===== config.mk =====
export PLATFORM = sky130hd
export DESIGN_NAME = sfx_player
export DESIGN_NICKNAME = d
export VERILOG_FILES = /design/src/rtl/sfx_pkg.sv /design/src/rtl/sfx_trigger_arb.sv /design/src/rtl/sfx_player.sv
export SDC_FILE = /design/constraint.sdc
export NUM_CORES = 1
export LEC_CHECK = 0
export CAP_MARGIN = 25
export CELL_PAD_IN_SITES_DETAIL_PLACEMENT = 0
export CELL_PAD_IN_SITES_GLOBAL_PLACEMENT = 2
export CORE_UTILIZATION = 30
export CTS_CLUSTER_SIZE = 25
export DETAILED_ROUTE_END_ITERATION = 8
export PLACE_DENSITY_LB_ADDON = 0.1
export SYNTH_ARGS = -nofsm -noshare
export SYNTH_HDL_FRONTEND = slang
export SYNTH_SLANG_ARGS = --single-unit
export TNS_END_PERCENT = 30

===== constraint.sdc =====
create_clock -name CLOCK_50 -period 6.7 [get_ports CLOCK_50]
set_clock_uncertainty 0.05 [all_clocks]
set_input_delay 1.005 -clock CLOCK_50 [delete_from_list [all_inputs] [get_ports CLOCK_50]]
set_output_delay 1.005 -clock CLOCK_50 [all_outputs]
set_load 0.03 [all_outputs]

===== src/rtl/sfx_pkg.sv =====
// Shared types and helpers for the sound-effect player.
package sfx_pkg;

  typedef enum logic [1:0] {
    StIdle,
    StFetch,
    StPlay
  } state_e;

  localparam int unsigned VOL_W    = 3;
  localparam int unsigned MaxPackW = 8 * 32;

  // Extract slice idx (width bits) of a packed per-clip address vector.
  function automatic logic [31:0] clip_addr(input logic [MaxPackW-1:0] vec,
                                            input int unsigned        idx,
                                            input int unsigned        width);
    return 32'(vec >> (idx * width)) & ((32'd1 << width) - 32'd1);
  endfunction

endpackage


===== src/rtl/sfx_trigger_arb.sv =====
// Rising-edge detect on the trigger inputs with lowest-index-wins arbitration.
module sfx_trigger_arb #(
  parameter int unsigned NUM_CLIPS = 4
) (
  input  logic                 clk_i,
  input  logic                 rst_i,
  input  logic [NUM_CLIPS-1:0] trigger_i,
  output logic                 req_o,
  output logic [2:0]           req_idx_o
);

  logic [NUM_CLIPS-1:0] trig_q;
  logic [NUM_CLIPS-1:0] rise;

  always_ff @(posedge clk_i) begin
    if (rst_i) begin
      trig_q <= '0;
    end else begin
      trig_q <= trigger_i;
    end
  end

  assign rise  = trigger_i & ~trig_q;
  assign req_o = |rise;

  always_comb begin
    req_idx_o = '0;
    for (int i = NUM_CLIPS - 1; i >= 0; i--) begin
      if (rise[i]) req_idx_o = 3'(i);
    end
  end

endmodule


===== src/rtl/sfx_player.sv =====
// Multi-clip sound-effect player: ROM fetch, sample repetition, volume shift, loop and stop.
module sfx_player
  import sfx_pkg::*;
#(
  parameter int unsigned NUM_CLIPS = 4,
  parameter int unsigned ADDR_W    = 11,
  parameter int unsigned SAMPLE_W  = 16,
  parameter int unsigned REPEAT    = 2,
  parameter logic [NUM_CLIPS*ADDR_W-1:0] CLIP_BASE = {11'd300, 11'd200, 11'd100, 11'd0},
  parameter logic [NUM_CLIPS*ADDR_W-1:0] CLIP_LAST = {11'd399, 11'd299, 11'd199, 11'd99}
) (
  input  logic                  CLOCK_50,
  input  logic                  reset,
  input  logic [NUM_CLIPS-1:0]  trigger,
  input  logic                  loop_en,
  input  logic                  stop,
  input  logic [VOL_W-1:0]      vol,
  input  logic [1:0]            chan_en,
  output logic [ADDR_W-1:0]     rom_addr,
  input  logic [2*SAMPLE_W-1:0] rom_q,
  input  logic                  audio_out_allowed,
  output logic                  write_audio_out,
  output logic [31:0]           left_channel_audio_out,
  output logic [31:0]           right_channel_audio_out,
  output logic                  busy,
  output logic [2:0]            active_clip,
  output logic                  done
);

  localparam logic [MaxPackW-1:0] BaseVec = MaxPackW'(CLIP_BASE);
  localparam logic [MaxPackW-1:0] LastVec = MaxPackW'(CLIP_LAST);
  localparam logic [1:0]          RepLast = 2'(REPEAT - 1);

  state_e              state_q, state_d;
  logic [ADDR_W-1:0]   word_addr_q, word_addr_d;
  logic [2:0]          clip_q, clip_d;
  logic [VOL_W-1:0]    vol_q, vol_d;
  logic                loop_q, loop_d;
  logic                fetch_q, fetch_d;
  logic                half_q, half_d;
  logic [1:0]          rep_q, rep_d;
  logic [SAMPLE_W-1:0] hold_q, hold_d;
  logic [31:0]         left_q, left_d;
  logic [31:0]         right_q, right_d;
  logic                done_q, done_d;

  logic                req;
  logic [2:0]          req_idx;
  logic [ADDR_W-1:0]   req_base, cur_base, cur_last;
  logic                restart, load;
  logic [SAMPLE_W-1:0] load_s;

  sfx_trigger_arb #(
    .NUM_CLIPS(NUM_CLIPS)
  ) u_arb (
    .clk_i    (CLOCK_50),
    .rst_i    (reset),
    .trigger_i(trigger),
    .req_o    (req),
    .req_idx_o(req_idx)
  );

  assign req_base = ADDR_W'(clip_addr(BaseVec, 32'(req_idx), ADDR_W));
  assign cur_base = ADDR_W'(clip_addr(BaseVec, 32'(clip_q), ADDR_W));
  assign cur_last = ADDR_W'(clip_addr(LastVec, 32'(clip_q), ADDR_W));

  function automatic logic [31:0] fmt(input logic [SAMPLE_W-1:0] s, input logic [VOL_W-1:0] v);
    logic signed [SAMPLE_W-1:0] sh;
    sh = $signed(s) >>> v;
    return {sh, {(32 - SAMPLE_W){1'b0}}};
  endfunction

  assign write_audio_out = (state_q == StPlay) && audio_out_allowed;

  always_comb begin
    state_d     = state_q;
    word_addr_d = word_addr_q;
    clip_d      = clip_q;
    vol_d       = vol_q;
    loop_d      = loop_q;
    fetch_d     = fetch_q;
    half_d      = half_q;
    rep_d       = rep_q;
    hold_d      = hold_q;
    left_d      = left_q;
    right_d     = right_q;
    done_d      = 1'b0;
    restart     = 1'b0;
    load        = 1'b0;
    load_s      = '0;

    unique case (state_q)
      StIdle: restart = req;
      StFetch: begin
        if (stop) begin
          state_d = StIdle;
          done_d  = 1'b1;
        end else if (req && (req_idx <= clip_q)) begin
          restart = 1'b1;
        end else if (fetch_q) begin
          state_d = StPlay;
          hold_d  = rom_q[SAMPLE_W-1:0];
          half_d  = 1'b0;
          rep_d   = '0;
          load    = 1'b1;
          load_s  = rom_q[2*SAMPLE_W-1:SAMPLE_W];
        end else begin
          fetch_d = 1'b1;
        end
      end
      StPlay: begin
        if (stop) begin
          state_d = StIdle;
          done_d  = 1'b1;
        end else if (req && (req_idx <= clip_q)) begin
          restart = 1'b1;
        end else if (write_audio_out) begin
          if (rep_q != RepLast) begin
            rep_d = rep_q + 2'd1;
          end else if (!half_q) begin
            rep_d  = '0;
            half_d = 1'b1;
            load   = 1'b1;
            load_s = hold_q;
          end else begin
            state_d = StFetch;
            fetch_d = 1'b0;
            if (word_addr_q != cur_last) begin
              word_addr_d = word_addr_q + ADDR_W'(1);
            end else if (loop_q) begin
              word_addr_d = cur_base;
            end else begin
              state_d = StIdle;
              done_d  = 1'b1;
            end
          end
        end
      end
      default: state_d = StIdle;
    endcase

    if (restart) begin
      state_d     = StFetch;
      fetch_d     = 1'b0;
      clip_d      = req_idx;
      vol_d       = vol;
      loop_d      = loop_en;
      word_addr_d = req_base;
    end

    // Output registers always hold the sample of the slot currently being presented.
    if (load) begin
      left_d  = chan_en[0] ? fmt(load_s, vol_q) : '0;
      right_d = chan_en[1] ? fmt(load_s, vol_q) : '0;
    end
  end

  always_ff @(posedge CLOCK_50) begin
    if (reset) begin
      state_q     <= StIdle;
      word_addr_q <= '0;
      clip_q      <= '0;
      vol_q       <= '0;
      loop_q      <= 1'b0;
      fetch_q     <= 1'b0;
      half_q      <= 1'b0;
      rep_q       <= '0;
      hold_q      <= '0;
      left_q      <= '0;
      right_q     <= '0;
      done_q      <= 1'b0;
    end else begin
      state_q     <= state_d;
      word_addr_q <= word_addr_d;
      clip_q      <= clip_d;
      vol_q       <= vol_d;
      loop_q      <= loop_d;
      fetch_q     <= fetch_d;
      half_q      <= half_d;
      rep_q       <= rep_d;
      hold_q      <= hold_d;
      left_q      <= left_d;
      right_q     <= right_d;
      done_q      <= done_d;
    end
  end

  assign rom_addr                = word_addr_q;
  assign left_channel_audio_out  = left_q;
  assign right_channel_audio_out = right_q;
  assign busy                    = (state_q != StIdle);
  assign active_clip             = clip_q;
  assign done                    = done_q;

endmodule

==> results of run 1 <==
stage by stage:
step / util (%) / cells
after floorplan: - / 568
after CTS: 39.24 / 799
after detailed placement: 37.12 / 783
after global placement: 37.12 / 783
after global routing: 39.24 / 799
final: 39.24 / 799
tightest hold or removal path, stage by stage, from the launching register on:
cell,delay [ns]
dfxtp_1,0.31
nand2_1,0.05
o21ai_1,0.05
how the worst max path moves through the flow:
stage,slack (ns),startpoint,to,cells past startpoint
global placement,2.20,trigger[0],rom_addr[0]$_SDFFE_PP0P_,11
CTS,2.58,trigger[3],rom_addr[0]$_SDFFE_PP0P_,10
detailed placement,2.23,trigger[3],rom_addr[0]$_SDFFE_PP0P_,10
floorplan,3.50,trigger[0],rom_addr[3]$_SDFFE_PP0P_,11
global route,2.21,trigger[3],rom_addr[0]$_SDFFE_PP0P_,10
finish,2.54,trigger[3],rom_addr[0]$_SDFFE_PP0P_,10
routing by layer:
| metal | track usage [%] | up-vias | share of wire (%) | wire length, um |
|---|---|---|---|---|
| li1 | - | 2053 | - | - |
| met5 | 0 | - | 0 | 0 |
| met3 | 3.780 | 18 | 3.9 | 512 |
| met4 | 5.670 | 0 | 1.7 | 220 |
| met2 | 28.83 | 120 | 49 | 6360 |
| met1 | 21.42 | 1949 | 46 | 5987 |
logic make-up (layout without fill, tap and decap cells):
logic type | after synthesis | after routing
simple gates | 162 | 162
compound gates | 155 | 155
buf+inv | 82 | 129
flops | 76 | 76
mux | 42 | 42
fa+ha+maj | 12 | 12
xor+xnor | 6 | 6
other cells | 1 | 33
registers in the layout (all words and copies together), names as in the netlist, 2 cells and up:
name,cells
hold_q,16
right_channel_audio_out,16
rom_addr,11
vol_q,3
state_q,2
left_channel_audio_out,16
rep_q,2
active_clip,2
u_arb.trig_q,4
cell usage after synthesis (9+ instances only):
| cell | instances |
|---|---|
| inv_1 | 16 |
| buf_2 | 17 |
| ha_1 | 12 |
| nand3_1 | 12 |
| o21ai_1 | 15 |
| nor2b_1 | 11 |
| o21ai_0 | 10 |
| dfxtp_1 | 76 |
| a22o_1 | 11 |
| buf_4 | 33 |
| clkbuf_1 | 13 |
| o22ai_1 | 9 |
| nor2_1 | 45 |
| nand2_1 | 54 |
| mux2i_1 | 41 |
| a21oi_1 | 32 |
area by class of cell:
| class | count | area, sq um | share of cell area, % |
|---|---|---|---|
| clock buffer | 10 | 239.0 | 4.175 |
| clock inverter | 6 | 70.07 | 1.224 |
| inverter | 16 | 60.06 | 1.049 |
| multi-input combinational | 410 | 2648 | 46.25 |
| sequential | 76 | 1521 | 26.58 |
| tap | 184 | 230.2 | 4.022 |
| timing repair buffer | 97 | 955.9 | 16.70 |
power by group through the flow:
stage	Combinational [W]	Clock, W	Sequential (W)
3_3_place_gp	0.000299	0	0.000508
2_1_floorplan	0.000205	0	0.000515
3_5_place_dp	0.000300	0	0.000508
6_report	0.000300	0.000508	0.000498
4_1_cts	0.000301	0.000524	0.000498
5_1_grt	0.000327	0.000545	0.000502
==> impl_metrics.ini, run 1 <==
[outcome]
status = complete, no violations

[global_routing]
antenna_found_initial = 0
grt_usage_pct = 17.10
grt_max_degree = 56
grt_pass1_vias = 3939
grt_first_pass_wirelength_mm = 21.11
overflow = 0

[worst_hold_path]
whs_path_depth = 2
hold_class = reg -> reg
min_to = right_channel_audio_out[20]$_SDFFE_PP0P_
hold_start = right_channel_audio_out[20]$_SDFFE_PP0P_

[synthesis]
synth-simple-area-share_pct = 17.40
async_flop_share_pct = 0
netlist.area_leader.share_pct = 33.74
ys_types = 64
synth_mux_area_share_pct = 9.351
ys.warnings.count = 0
synth_area_leaders = dfxtp_1 (34%), mux2i_1 (9.1%), buf_4 (5.5%), nand2_1 (4.5%), nor2_1 (3.7%)
syn_inst = 536
synth_compound_area_share_pct = 24.72
synth_area_sq_mm = 0.004509
yosysTopAreaCell = dfxtp_1
synth-seq-cells = 76
synth_edf_count = 0
synth_xor_area_share_pct = 1.165
synth_adder_area_share_pct = 3.330
syn_avg_cell_area_sq_um = 8.413
synth-seq-area-share_pct = 33.74
synth_flop_cell = dfxtp_1
synth_top_family_by_area = compound AO/OA/AOI/OAI gates

[setup_path]
r2r_setup_slack_ns = 3.32
critical_path.max_fanout = 11
critPathArrivalTime_ns = 4.37
crit_top_cell = a21oi_1
cp_data_required_time_ns = 6.91
critPathLaunchType = input pin
worst_r2r_endpoint = rom_addr[0]$_SDFFE_PP0P_
max_stage_delay_ns = 0.76
critPathBufInv = 1
path_cells = clkdlybuf4s50_1, nand2b_1, a21oi_1, ha_1, nor2b_1, o21ai_1, a21oi_1, o22ai_1, nand3_1, o31ai_1
worstSetupEndpointType = flop
r2r_start = u_arb.trig_q[0]$_SDFF_PP0_
criticalPathCategory = in -> reg
rr_worst_depth = 10
critical-path-top-delay-family = compound AO/OA/AOI/OAI gates
crit_slowest_cell = o22ai_1

[sta]
final-setup-viol-count = 0
rsz0062_at_grt = false
drv_slew = 0
timing.fmax_mhz = 240.1
hold_viol = 0
setup_ws_ns = 2.535
timing.final.crit_share_pct = 62.16
holdWs_ns = 0.4002
slew-limit-headroom_pct = 36.14
worstMarginPinSlew_ns = 0.9544
layout_min_cycle_time_ns = 4.165
tns_ns = 0

[power_and_ir_drop]
switchingPower_w = 0.0004230
power.total_w = 0.001306
clkPwrFrac_pct = 38.9
pwr-share-comb_pct = 23.0
p_int_w = 0.0008827
ir_worst_vdd_uv = 148.8
power_density_mw_per_mm2 = 228.1
p_seq_share_pct = 38.1
power_leakage_nw = 2.067
swShare_pct = 32.40

[layout]
post-route-cell-area_sq_mm = 0.005724
nets = 668
drive_above_1_share_pct = 4.228
area_delta_synth_final_pct = 26.94
final_cell_mix = clkdlybuf4s50_1 (92), dfxtp_1 (76), nand2_1 (54), nor2_1 (45), mux2i_1 (41)
final_common_cell = clkdlybuf4s50_1
nFillCells = 1495
diodes = 0

[detailed_routing]
drt-vias-per-instance = 5.181
wl_per_cell_um = 16.37
num_vias = 4140
drtIter0Drc = 186
ant_nets = 0
drt-pass1-iter-count = 4
route.detailed.drc = 0
routed_wl_mm = 13.08

[placed_design]
pre_cts_ws_ns = 2.229
place_hpwl_mm = 9.986
gp_congestion = 0.8011
port_buffers = 93
dpl_cell_area_sq_mm = 0.005415

[floorplanning]
die_w_um = 124.6
core_area_sq_mm = 0.01459
initial_core_util_pct = 30.91
fp.dieArea_sq_mm = 0.01553
die_h_um = 124.6
rows = 44
boundaryPins = 127

[clock_tree]
cts-hold-fix-buffers = 0
cts_setup_buffers = 0
numClockSinks = 76
root_buffer = clkbuf_16
cts_tree = built
cts.repair.resized = 0
clock_latency_ns = 0.35
path_clk_slew_ns = 0.06
cts_buffers = 9
clock_path_buffers = 2
cts.htree.levels = 3

[flow_run]
cap_violations = 0
Power figures use the tool's default switching activity.
==> run 2, diff against run 1 <==
--- a/config.mk
+++ b/config.mk
@@ -8,7 +8,7 @@
 export CAP_MARGIN = 25
 export CELL_PAD_IN_SITES_DETAIL_PLACEMENT = 0
 export CELL_PAD_IN_SITES_GLOBAL_PLACEMENT = 2
-export CORE_UTILIZATION = 30
+export CORE_UTILIZATION = 28
 export CTS_CLUSTER_SIZE = 25
 export DETAILED_ROUTE_END_ITERATION = 8
 export PLACE_DENSITY_LB_ADDON = 0.1
==> constraint.sdc (replaced) <==
create_clock -name CLOCK_50 -period 3.9 [get_ports CLOCK_50]
set_clock_uncertainty 0.05 [all_clocks]
set_input_delay 0.585 -clock CLOCK_50 [delete_from_list [all_inputs] [get_ports CLOCK_50]]
set_output_delay 0.585 -clock CLOCK_50 [all_outputs]
set_load 0.03 [all_outputs]
==> run 2 against run 1 <==
Routed wire length up 2.9%. First-iteration DRC count is 36% higher. Design area up 1.9%. Non-clock buffer count up 10. Clock power increased by 57%. Sequential cell count is the same. Sequential power is 70% higher. Combinational power up 84%. Critical path type unchanged.
==> impl_metrics.ini, run 2 (synthesis results as in run 1) <==
[setup_path]
critPathArrivalTime_ns = 3.40
crit_slowest_cell = and2_1
worstSetupEndpointType = flop
critPathLaunchType = input pin
max_stage_delay_ns = 0.78
path_cells = clkdlybuf4s50_1, nand2b_1, nand2_1, a21oi_1, ha_1, nand2_1, o21ai_1, buf_4, nand2_1, and2_1, mux2i_1, nor2_1
r2r_setup_slack_ns = 1.00
crit_top_cell = nand2_1
rr_worst_depth = 11
critical_path.max_fanout = 16
criticalPathCategory = in -> reg
critPathBufInv = 2
r2r_start = u_arb.trig_q[0]$_SDFF_PP0_
critical-path-top-delay-family = simple AND/OR/NAND/NOR gates
worst_r2r_endpoint = hold_q[8]$_SDFFE_PP0P_
cp_data_required_time_ns = 4.06

[sta]
drv_slew = 0
final-setup-viol-count = 0
setup_ws_ns = 0.6613
rsz0062_at_grt = false
timing.final.crit_share_pct = 83.04
slew-limit-headroom_pct = 36.17
tns_ns = 0
hold_viol = 0
layout_min_cycle_time_ns = 3.239
worstMarginPinSlew_ns = 0.9575
timing.fmax_mhz = 308.8

[worst_hold_path]
min_to = left_channel_audio_out[26]$_SDFFE_PP0P_
whs_path_depth = 2
hold_start = left_channel_audio_out[26]$_SDFFE_PP0P_
hold_class = reg -> reg

[placed_design]
gp_congestion = 0.7582
place_hpwl_mm = 10.34
pre_cts_ws_ns = 0.2836
port_buffers = 93

[layout]
nets = 678
regArea_sq_mm = 0.001521
utilization_pct = 36.86
multiInputGateArea_sq_mm = 0.002648
diodes = 0
drive_above_1_share_pct = 5.760
final_common_cell = clkdlybuf4s50_1
area_delta_synth_final_pct = 29.38
nFillCells = 1664
final_cell_mix = clkdlybuf4s50_1 (92), dfxtp_1 (76), nand2_1 (54), nor2_1 (45), mux2i_1 (41)

[floorplanning]
core_area_sq_mm = 0.01583
boundaryPins = 127
initial_core_util_pct = 28.49
die_h_um = 128.9
die_w_um = 128.9
rows = 46
fp.dieArea_sq_mm = 0.01662

[clock_tree]
cts_buffers = 9
numClockSinks = 76
path_clk_slew_ns = 0.06
cts-hold-fix-buffers = 0
cts_tree = built
clock_path_buffers = 2
cts_setup_buffers = 0
cts.htree.levels = 3
root_buffer = clkbuf_16
cts.repair.resized = 0
clock_latency_ns = 0.35

[detailed_routing]
num_vias = 4135
route.detailed.drc = 0
met1Wirelength_mm = 6.190
routed.top_layer = met4
wl_per_cell_um = 16.01
drt-vias-per-instance = 4.917
drt-pass1-iter-count = 5
wl_met3_um = 450
wl_met2_mm = 6.601
routed_wl_mm = 13.47
ant_nets = 0
drtIter0Drc = 253

[power_and_ir_drop]
power_leakage_nw = 2.102
power_density_mw_per_mm2 = 376.9
ir_worst_vdd_uv = 189.9

[global_routing]
grt_max_degree = 33
grt_pass1_vias = 3822
grt_usage_pct = 16.73
antenna_found_initial = 0
overflow = 0
grt_first_pass_wirelength_mm = 21.00

[outcome]
status = complete, no violations

[flow_run]
cap_violations = 0
-- run 2: cell types whose count changed in the layout (fill, tap and decap cells not counted) --
cell and change:
clkinvlp_4 +2, bufinv_16 -1, inv_6 +1, buf_4 +9, buf_16 +1, clkinv_2 -1, clkbuf_8 -1
-- run 2: final cells by class --
type                    instances  area share [%]
clock inverters                 7           1.008
multi-input cells             410           45.38
repair buffers                107           18.01
well taps                     216           4.632
clock buffers                   9           3.860
inverters                      16           1.029
flip-flops and latches         76           26.08
-- run 2: tightest hold or removal path, cell delays in order (launching register included) --
cell and delay [ns]:
dfxtp_1 0.31, nand2_1 0.05, o21ai_1 0.05
-- run 2: worst max-delay path by stage --
stage,startpoint,to,cells after the start
final,trigger[0],hold_q[8]$_SDFFE_PP0P_,12
after global routing,trigger[0],hold_q[3]$_SDFFE_PP0P_,12
after CTS,trigger[0],hold_q[8]$_SDFFE_PP0P_,12
after detailed placement,trigger[0],hold_q[8]$_SDFFE_PP0P_,12
after global placement,trigger[0],hold_q[13]$_SDFFE_PP0P_,12
after floorplan,trigger[0],rom_addr[3]$_SDFFE_PP0P_,11
-- run 2: layer usage --
| layer | global-route usage, % | vias up |
|---|---|---|
| met2 | 28.36 | 98 |
| met4 | 6.713 | 0 |
| met1 | 21.26 | 1948 |
| met5 | 0 | - |
| met3 | 2.495 | 14 |
| li1 | - | 2075 |
-- run 2: through the flow --
step,hold WS (ns),instance area (sq um),instances,power (W)
after floorplan,0.3957,4629,568,0.001236
after global placement,0.3856,5523,824,0.001411
after detailed placement,0.3914,5523,824,0.001412
after CTS,0.4005,5807,840,0.002223
after global routing,0.4203,5834,841,0.002325
final,0.3947,5834,841,0.002199
-- run 2: power by group --
part / total (W) / internal, W / switching (W)
logic: 0.000551 / 0.000215 / 0.000336
registers: 0.000849 / 0.000805 / 0.0000433
clock network: 0.000799 / 0.000439 / 0.000360
total: 0.00220 / 0.00146 / 0.000739
